`config.mk`:
```
export PLATFORM = sky130hd
export DESIGN_NAME = mdu_controller
export DESIGN_NICKNAME = d
export VERILOG_FILES = /design/src/rtl/mips_core_pkg.sv /design/src/rtl/mdu_divider.sv /design/src/rtl/mdu_controller.sv
export SDC_FILE = /design/constraint.sdc
export NUM_CORES = 2
export LEC_CHECK = 0
export BUFFER_PORTS_ARGS = -buffer_cell sky130_fd_sc_hd__buf_2
export CAP_MARGIN = 10
export CORE_ASPECT_RATIO = 1.5
export CORE_MARGIN = 2
export CORE_UTILIZATION = 50
export DETAILED_ROUTE_END_ITERATION = 8
export GPL_ROUTABILITY_DRIVEN = 1
export PLACE_DENSITY = 0.69
export SLEW_MARGIN = 20
export SYNTH_ARGS = -nofsm -noshare
export SYNTH_HDL_FRONTEND = slang
export SYNTH_HIERARCHICAL = 1
export SYNTH_SLANG_ARGS = --single-unit
```
`constraint.sdc`:
```
create_clock -name clk -period 9.75 [get_ports clk]
set_input_delay 0 -clock clk [delete_from_list [all_inputs] [get_ports clk]]
set_output_delay 0 -clock clk [all_outputs]
set_load 0.01 [all_outputs]
```
`src/rtl/mips_core_pkg.sv`:
```
// Shared MIPS core types, widths and latency defaults used by the multiply/divide unit.
package mips_core_pkg;
    localparam int PHYS_REG_INDEX         = 6;
    localparam int ACTIVE_LIST_SIZE_INDEX = 5;
    localparam int MUL_LATENCY_DEFAULT    = 4;
    localparam int DIV_LATENCY_DEFAULT    = 33;

    typedef enum logic [1:0] {
        OP_MUL  = 2'd0,
        OP_MULU = 2'd1,
        OP_DIV  = 2'd2,
        OP_DIVU = 2'd3
    } mdu_op_t;

    typedef enum logic [1:0] {
        IDLE     = 2'd0,
        MUL_BUSY = 2'd1,
        DIV_BUSY = 2'd2,
        WAIT_WB  = 2'd3
    } mdu_state_t;

    function automatic logic is_div_op(input mdu_op_t op);
        return (op == OP_DIV) || (op == OP_DIVU);
    endfunction
endpackage

```
`src/rtl/mdu_divider.sv`:
```
// Iterative restoring divider, one quotient bit per cycle, with sign fix-up on the outputs.
// Only compiled when MIPS_CORE_MDU_DIV_EN is defined.
`ifdef MIPS_CORE_MDU_DIV_EN
module mdu_divider (
    input  logic        clk,
    input  logic        rst_n,
    input  logic        start,
    input  logic        is_signed,
    input  logic [31:0] dividend,
    input  logic [31:0] divisor,
    output logic        done,
    output logic [31:0] quotient,
    output logic [31:0] remainder
);
    logic [5:0]  cnt_q, cnt_d;
    logic [31:0] rem_q, rem_d;
    logic [31:0] quo_q, quo_d;
    logic [31:0] dvs_q, dvs_d;
    logic        neg_quo_q, neg_quo_d;
    logic        neg_rem_q, neg_rem_d;
    logic        dvs_zero_q, dvs_zero_d;
    logic [32:0] rem_shift;
    logic [32:0] trial;

    always_comb begin
        cnt_d      = cnt_q;
        rem_d      = rem_q;
        quo_d      = quo_q;
        dvs_d      = dvs_q;
        neg_quo_d  = neg_quo_q;
        neg_rem_d  = neg_rem_q;
        dvs_zero_d = dvs_zero_q;
        rem_shift  = {rem_q, quo_q[31]};
        trial      = rem_shift - {1'b0, dvs_q};
        if (start) begin
            // Magnitudes are divided; signs are re-applied on the outputs.
            neg_rem_d  = is_signed & dividend[31];
            neg_quo_d  = is_signed & (dividend[31] ^ divisor[31]);
            quo_d      = (is_signed & dividend[31]) ? -dividend : dividend;
            dvs_d      = (is_signed & divisor[31]) ? -divisor : divisor;
            rem_d      = '0;
            cnt_d      = 6'd32;
            dvs_zero_d = (divisor == '0);
        end else if (cnt_q != '0) begin
            if (!trial[32]) begin
                rem_d = trial[31:0];
                quo_d = {quo_q[30:0], 1'b1};
            end else begin
                rem_d = rem_shift[31:0];
                quo_d = {quo_q[30:0], 1'b0};
            end
            cnt_d = cnt_q - 1'b1;
        end
    end

    always_ff @(posedge clk) begin
        if (!rst_n) begin
            cnt_q      <= '0;
            rem_q      <= '0;
            quo_q      <= '0;
            dvs_q      <= '0;
            neg_quo_q  <= 1'b0;
            neg_rem_q  <= 1'b0;
            dvs_zero_q <= 1'b0;
        end else begin
            cnt_q      <= cnt_d;
            rem_q      <= rem_d;
            quo_q      <= quo_d;
            dvs_q      <= dvs_d;
            neg_quo_q  <= neg_quo_d;
            neg_rem_q  <= neg_rem_d;
            dvs_zero_q <= dvs_zero_d;
        end
    end

    // A zero divisor leaves |dividend| in the remainder, so the sign fix-up restores op1 exactly.
    assign done      = (cnt_q == '0);
    assign quotient  = dvs_zero_q ? 32'hFFFF_FFFF : (neg_quo_q ? -quo_q : quo_q);
    assign remainder = neg_rem_q ? -rem_q : rem_q;
endmodule
`endif

```
`src/rtl/mdu_controller.sv`:
```
// Multiply/divide unit controller: accepts one op, sequences it and shares the write-back port with the ALU.
// Build macro MIPS_CORE_MDU_DIV_EN enables the divider; without it DIV/DIVU write back zero after MUL_LATENCY.
module mdu_controller
    import mips_core_pkg::*;
#(
    parameter int MUL_LATENCY  = MUL_LATENCY_DEFAULT,
    parameter int DIV_LATENCY  = DIV_LATENCY_DEFAULT,
    parameter int STARVE_LIMIT = 8
) (
    input  logic                              clk,
    input  logic                              rst_n,
    input  logic                              req_valid,
    output logic                              req_ready,
    input  mdu_op_t                           req_op,
    input  logic [31:0]                       req_op1,
    input  logic [31:0]                       req_op2,
    input  logic [ACTIVE_LIST_SIZE_INDEX-1:0] req_id,
    input  logic [PHYS_REG_INDEX-1:0]         req_rw_addr,
    input  logic                              flush,
    input  logic                              alu_wb_valid,
    output logic                              wb_valid,
    output logic [PHYS_REG_INDEX-1:0]         wb_rw_addr,
    output logic [ACTIVE_LIST_SIZE_INDEX-1:0] wb_id,
    output logic [31:0]                       wb_hi,
    output logic [31:0]                       wb_lo,
    output logic                              commit_valid,
    output logic                              block_alu,
    output logic                              busy
);
    localparam int MAX_LAT  = (MUL_LATENCY > DIV_LATENCY) ? MUL_LATENCY : DIV_LATENCY;
    localparam int CNT_W    = $clog2(MAX_LAT + 1);
    localparam int STARVE_W = $clog2(STARVE_LIMIT + 1);

    mdu_state_t                        state_q, state_d;
    logic [CNT_W-1:0]                  cnt_q, cnt_d;
    logic [STARVE_W-1:0]               starve_q, starve_d;
    mdu_op_t                           op_q, op_d;
    logic [31:0]                       op1_q, op1_d, op2_q, op2_d;
    logic [31:0]                       hi_q, hi_d, lo_q, lo_d;
    logic [ACTIVE_LIST_SIZE_INDEX-1:0] id_q, id_d;
    logic [PHYS_REG_INDEX-1:0]         rw_addr_q, rw_addr_d;
    logic                              accept;
    logic [63:0]                       mul_a, mul_b, product;
    logic                              div_done;
    logic [31:0]                       div_hi, div_lo;

    assign accept = req_valid & req_ready;

`ifdef MIPS_CORE_MDU_DIV_EN
    localparam int DIV_CYCLES = DIV_LATENCY;

    mdu_divider u_divider (
        .clk       (clk),
        .rst_n     (rst_n),
        .start     (accept && is_div_op(req_op)),
        .is_signed (req_op == OP_DIV),
        .dividend  (req_op1),
        .divisor   (req_op2),
        .done      (div_done),
        .quotient  (div_lo),
        .remainder (div_hi)
    );
`else
    localparam int DIV_CYCLES = MUL_LATENCY;

    assign div_done = 1'b1;
    assign div_hi   = '0;
    assign div_lo   = '0;
`endif

    // One 64x64 multiplier serves both signednesses; the low 64 bits are exact either way.
    assign mul_a   = (op_q == OP_MUL) ? {{32{op1_q[31]}}, op1_q} : {32'b0, op1_q};
    assign mul_b   = (op_q == OP_MUL) ? {{32{op2_q[31]}}, op2_q} : {32'b0, op2_q};
    assign product = mul_a * mul_b;

    always_comb begin
        state_d   = state_q;
        cnt_d     = cnt_q;
        starve_d  = starve_q;
        op_d      = op_q;
        op1_d     = op1_q;
        op2_d     = op2_q;
        hi_d      = hi_q;
        lo_d      = lo_q;
        id_d      = id_q;
        rw_addr_d = rw_addr_q;
        case (state_q)
            IDLE: begin
                if (accept) begin
                    op_d      = req_op;
                    op1_d     = req_op1;
                    op2_d     = req_op2;
                    id_d      = req_id;
                    rw_addr_d = req_rw_addr;
                    if (is_div_op(req_op)) begin
                        state_d = DIV_BUSY;
                        cnt_d   = CNT_W'(DIV_CYCLES - 1);
                    end else begin
                        state_d = MUL_BUSY;
                        cnt_d   = CNT_W'(MUL_LATENCY - 1);
                    end
                end
            end
            MUL_BUSY: begin
                if (cnt_q == '0) begin
                    hi_d    = product[63:32];
                    lo_d    = product[31:0];
                    state_d = WAIT_WB;
                end else begin
                    cnt_d = cnt_q - 1'b1;
                end
            end
            DIV_BUSY: begin
                if (cnt_q != '0) begin
                    cnt_d = cnt_q - 1'b1;
                end else if (div_done) begin
                    hi_d    = div_hi;
                    lo_d    = div_lo;
                    state_d = WAIT_WB;
                end
            end
            WAIT_WB: begin
                if (alu_wb_valid && (starve_q != STARVE_W'(STARVE_LIMIT))) begin
                    starve_d = starve_q + 1'b1;
                end
                if (wb_valid) begin
                    state_d = IDLE;
                end
            end
            default: state_d = IDLE;
        endcase
        if (flush) begin
            state_d = IDLE;
            cnt_d   = '0;
        end
        if (state_d != WAIT_WB) begin
            starve_d = '0;
        end
    end

    always_ff @(posedge clk) begin
        if (!rst_n) begin
            state_q   <= IDLE;
            cnt_q     <= '0;
            starve_q  <= '0;
            op_q      <= OP_MUL;
            op1_q     <= '0;
            op2_q     <= '0;
            hi_q      <= '0;
            lo_q      <= '0;
            id_q      <= '0;
            rw_addr_q <= '0;
        end else begin
            state_q   <= state_d;
            cnt_q     <= cnt_d;
            starve_q  <= starve_d;
            op_q      <= op_d;
            op1_q     <= op1_d;
            op2_q     <= op2_d;
            hi_q      <= hi_d;
            lo_q      <= lo_d;
            id_q      <= id_d;
            rw_addr_q <= rw_addr_d;
        end
    end

    // Outputs are gated by rst_n so they read zero from the very cycle reset is asserted.
    assign req_ready    = rst_n && (state_q == IDLE) && !flush;
    assign wb_valid     = rst_n && (state_q == WAIT_WB) && !alu_wb_valid && !flush;
    assign commit_valid = wb_valid;
    assign block_alu    = rst_n && (state_q == WAIT_WB) && (starve_q == STARVE_W'(STARVE_LIMIT));
    assign busy         = rst_n && (state_q != IDLE);
    assign wb_hi        = rst_n ? hi_q : '0;
    assign wb_lo        = rst_n ? lo_q : '0;
    assign wb_id        = rst_n ? id_q : '0;
    assign wb_rw_addr   = rst_n ? rw_addr_q : '0;
endmodule

```
; ---- Word-level counts from Yosys, hierarchy flattened
; Cells that the tools add are included.
[totals]
regBits = 153
latch_bits = 0
ram_bits = 0
mem_bits_ro = 0
input_bits = 82
out_inout_bits = 80
wordCells = 74
memories = 0
[classes]
n_addsub = 2
n_mul = 1
div = 0
n_lt_le_gt_ge = 0
eq_ne = 13
shift = 0
mux = 22
bitwise_logic = 2
n_reduce_logical = 24
[op_table]
columns = operator, n
row1 = 2-to-1 mux 32 bit, 5
row2 = 2-to-1 mux 64 bit, 2
row3 = case mux 32 bit (2 select lines), 2
row4 = multiplier 64 x 64 -> 64 bit, 1
row5 = 2-to-1 mux 6 bit, 4
row6 = case mux 6 bit (3 select lines), 1
row7 = 2-to-1 mux 2 bit, 6
row8 = inequality test 2 bit (second input constant), 6
row9 = equality test 2 bit (second input constant), 4
row10 = logical AND 1 bit, 8
row11 = case mux 2 bit (4 select lines), 1
row12 = zero test 6 bit, 1
row13 = nonzero test 6 bit, 1
row14 = subtractor 6 x 1 -> 6 bit (second input constant), 1
row15 = 2-to-1 mux 5 bit, 1
row16 = adder 4 x 1 -> 4 bit (second input constant), 1
row17 = equality test 4 bit (second input constant), 1
row18 = zero test 2 bit, 2
row19 = inequality test 4 bit (second input constant), 1
row20 = AND reduction 2 bit, 2
row21 = AND reduction 4 bit, 1
row22 = nonzero test 2 bit, 2
row23 = OR reduction 2 bit, 2
row24 = AND reduction 3 bit, 1
row25 = other kinds (6), 7

; ---- Logic depth before layout (Yosys ltp)
[logic_depth]
word_depth = 9
mapped_depth = 35
depth_no_buf = 32

; ---- Worst setup path before layout
; No wires, ideal clock.
[synth_path]
kind = reg2reg
startpoint = reg op_q[1]
endpoint = reg hi_q[25]
setup_time_ns = 0.126
arrival_time_ns = 9.017
required_time_ns = 9.624
path_slack_ns = 0.607
path_stages_with_launch = 32
n_path_buf = 3
period_less_slack_ns = 9.143
cell_sequence = dfxtp_1 -> nor2_1 -> and2_1 -> clkbuf_1 -> clkbuf_1 -> nand2_1 -> fa_1 -> inv_1 -> fa_1 -> fa_1 -> inv_1 -> fa_1 -> inv_1 -> fa_1 -> fa_1 -> fa_1 -> fa_1 -> fa_1 -> inv_1 -> fa_1 -> inv_1 -> ha_1 -> clkbuf_1 -> and3_1 -> a21o_1 -> a41o_1 -> and2b_2 -> o211a_1 -> o2111a_2 -> a21oi_2 -> xor2_1 -> o21ai_1
[synth_between]
elab_chain_len = 5
elab_cells_between_ends = 6
cone_classes = mul: 1 / mux: 4 / reduce/logical: 1
[synth_lines]
columns = element, line_no
row1 = "start, declared", mdu_controller.sv:37  ; mdu_op_t op_q, op_d;
row2 = "start signal, assigned", mdu_controller.sv:157  ; op_q <= op_d;
row3 = zero test 2 bit *, "mdu_controller.sv:72, mdu_controller.sv:73"
row4 = "2-to-1 mux 64 bit, on equally long branches", "mdu_controller.sv:72, mdu_controller.sv:73"
row5 = multiplier 64 x 64 -> 64 bit *, mdu_controller.sv:74  ; assign product = mul_a * mul_b;
row6 = 2-to-1 mux 32 bit *, mdu_controller.sv:105  ; if (cnt_q == '0) begin
row7 = case mux 32 bit (2 select lines) *, mdu_controller.sv:87  ; case (state_q)
row8 = "end signal, assigned", mdu_controller.sv:160  ; hi_q <= hi_d;
row9 = "end, declared", mdu_controller.sv:39  ; logic [31:0] hi_q, hi_d, lo_q, lo_d;
; Mark *: on every way between the ends. The rest lies on a longest branch, timed or not. The select of a mux whose other input is x is not followed.
; A chain may end at the register's enable or synchronous reset.

; ---- Final worst setup path
[layout_path]
startpoint = reg op1_q[25]
endpoint = reg hi_q[25]
[layout_between]
elab_chain_len = 4
[layout_lines]
columns = element, line_no
row1 = "start, declared", mdu_controller.sv:38  ; logic [31:0] op1_q, op1_d, op2_q, op2_d;
row2 = "start signal, assigned", mdu_controller.sv:158  ; op1_q <= op1_d;
row3 = 2-to-1 mux 64 bit, mdu_controller.sv:72  ; assign mul_a = (op_q == OP_MUL) ? {{32{op1_q[31]}}, op1_q} : {32'b0, op1_q};
row4 = multiplier 64 x 64 -> 64 bit, mdu_controller.sv:74
row5 = 2-to-1 mux 32 bit, mdu_controller.sv:105
row6 = case mux 32 bit (2 select lines), mdu_controller.sv:87
; No other way between the ends. The select of a mux whose other input is x is not followed.

==> run summary <==
Clock Skews - 18.8 ps
Total Power - 0.00207 W
Slowest stage cell, crit path - dfxtp_1
Layout cells sized above 1 - 6.48%
Crit path launch type - flip-flop
Total die area - 0.110 mm^2
Most common cell after layout, fill and taps aside - inv_1
Syn Area/Cell - 9.27 um^2
WP data required - 10150 ps
Final Worst Setup Slack - 362 ps
H-tree Lvls - 4
GRT Total Usage - 31.6%
CP top delay family - adder cells
Ant diodes - 0
Critical Path Max Stage Delay - 1040 ps
Crit-path most repeated cell - fa_1
Fin crit share - 96.3%
Synth Register Bits - 153
Gate Count Post-Synth - 5814
YS warnings - 6
Total core area - 0.107 mm^2
Hold Path Class - in2reg
Post-synth EDFFs - 0
DIE WIDTH - 272 um
Largest net degree at the start of global routing - 86
DR pass1 iterations - 6
Max Freq - 0.107 GHz
Fin nets - 7732
Clock Latency Late Sink - 540 ps
Reg clk slew, reported paths - 80 ps
Post-DP Area - 0.0564 mm^2
Layout fillers - 9818
PwrDens - 35.7 mW/mm^2
Area leader, netlist - fa_1
CTS Buffer Depth - 2
Final WL - 164000 um
Initial antenna violation count - 2
Reg area - 0.00307 mm^2
Port Buf Inserts - 161
First-pass GRT wire length - 256000 um
Worst slew margin - 25.0%
Row Count - 147
Ys async rst share - 0%
Buf/Inv on CP - 5
CTS tree - built
Post-placement setup slack - 378 ps
Post-route setup TNS - 0 ps
Sequential area share after synthesis - 5.68%
Avg WL per Cell - 22.4 um
DP HPWL - 139000 um
Unique masters post-synth - 80
CP arrival - 9790 ps
Top FF cell, synth - dfxtp_1
Final-report hold violation count - 0
Placed cells - 7229
Minimum clock period - 9390 ps
Top-Level Pins - 162
Critical path class - reg2reg
Peak supply drop - 159 uV
Slew Limit Fails - 0
Gpl congestion - 1.01
Synth Cell Area - 0.0539 mm^2
Final Instance Area - 0.0578 mm^2
Layout Cells excl Fill - 7343
Worst setup EP type - flip-flop
Most frequent cells in the layout - inv_1 (1527), fa_1 (1419), nand2_1 (822)
Footprint of the multi-input gates - 0.0440 mm^2
Vias in the first global route - 45000
# setup viols final - 0
Root buf cell - clkbuf_16
Setup Buffers After CTS - 0
Vias - 39300
Initial core utilization - 50.4%
Crit-path max FO - 16
Ranking of synthesized cells by area - fa_1 (53%), inv_1 (11%), ha_1 (7.2%)
Least-Margin Pin Slew - 1120 ps
# DRC - 0
Post-DR vias/cell - 5.36
Iter 0 DRT Violations - 2186
Status - finished clean
Top-area cell type share of the netlist area - 52.9%
RSZ-0062 raised after global routing - no
TritonCTS Buffers - 17
Antenna viol nets, final - 0
Layout area overhead - 7.31%
Max cap viols - 0
Clock Sinks - 153
Total grt overflow - 0
DIE HEIGHT - 406 um
Post-synth net total - 7631
LEAKAGE - 30.6 nW
## cells by family after synthesis
kind of cell	synth area share, %
AO/OA/AOI/OAI	4.87
AND/OR/NAND/NOR	14.3
multiplexers	0.0371
flip-flops	5.68
XOR/XNOR	2.03
buffers and inverters	12.9
adder cells (fa/ha/maj)	60.2
## state kept, by name, indices dropped and copies added (netlist names), 4 cells and up
signal     flops
cnt_q          6
hi_q          32
id_q           5
lo_q          32
op1_q         32
op2_q         32
rw_addr_q      6
starve_q       4
## cells in the mapped netlist (23+ instances only)
cell type  number
a21boi_0       78
nor2_1         49
fa_1         1423
clkbuf_1      273
nand3_1        23
inv_1        1527
a21oi_1        66
and2_1        587
dfxtp_1       153
nand2_1       823
o21ai_0        76
xor2_1         42
xnor2_1        83
ha_1          312
a21o_1         47
and3_1         36
## power by group
part,internal [W],switching [W]
Clock,0.000342,0.000363
Sequential,0.000639,0.0000424
Combinational,0.000251,0.000429
Total,0.00123,0.000835
## worst reg2reg max path, cell delays in order, from the launching register on
cell and delay, ps:
dfxtp_1 1040, buf_4 400, and2_1 190, fa_1 440, fa_1 510, fa_1 550, inv_1 50, fa_1 610
fa_1 530, fa_1 550, inv_1 50, fa_1 540, fa_1 440, fa_1 500, inv_1 50, fa_1 500
inv_1 40, ha_1 410, and3_1 310, a21o_1 200, a41o_1 240, and2b_2 190, o211a_1 140, o2111a_2 300
a21oi_2 150, xor2_1 220, o21ai_1 80
## area by class of cell
class	instances	share of cell area (%)
clock buffer	18	0.759
clock inverter	14	0.227
inverter	1527	9.91
multi-input combinational	3832	76.0
sequential	153	5.30
tap	1415	3.06
timing repair buffer	384	4.75
## stage by stage
stage / hold slack [ps] / utilization [%]
after floorplan: 64.1 / -
after global placement: 255 / 52.7
after detailed placement: 263 / 52.7
after CTS: 10.5 / 54.0
after global routing: 66.3 / 54.0
final: 39.3 / 54.0
## layer usage
layer	global-route usage, %	vias to the layer above	share of wire, %
met4	31.9	0	13
met2	56.9	1413	52
met5	0	-	0
li1	-	16800	-
met3	3.57	727	4.0
met1	30.8	20400	31
## worst paths after layout
| path | end | cells after the start | slack (ps) | start |
|---|---|---|---|---|
| worst max-delay path | hi_q[25] | 26 | 360 | op1_q[25] |
| worst min-delay path | state_q[0] | 2 | 40 | rst_n |
| worst max register to register | hi_q[25] | 26 | 360 | op1_q[25] |
| worst min register to register | rw_addr_q[3] | 2 | 460 | rw_addr_q[3] |
## repair_timing
action | 4_1_cts | 5_1_grt
hold buffers | 82 | 0
gates resized for setup | 0 | 7
setup endpoints to repair | 0 | 7
endpoints found under the hold margin | 88 | 0
Power figures use the tool's default switching activity.
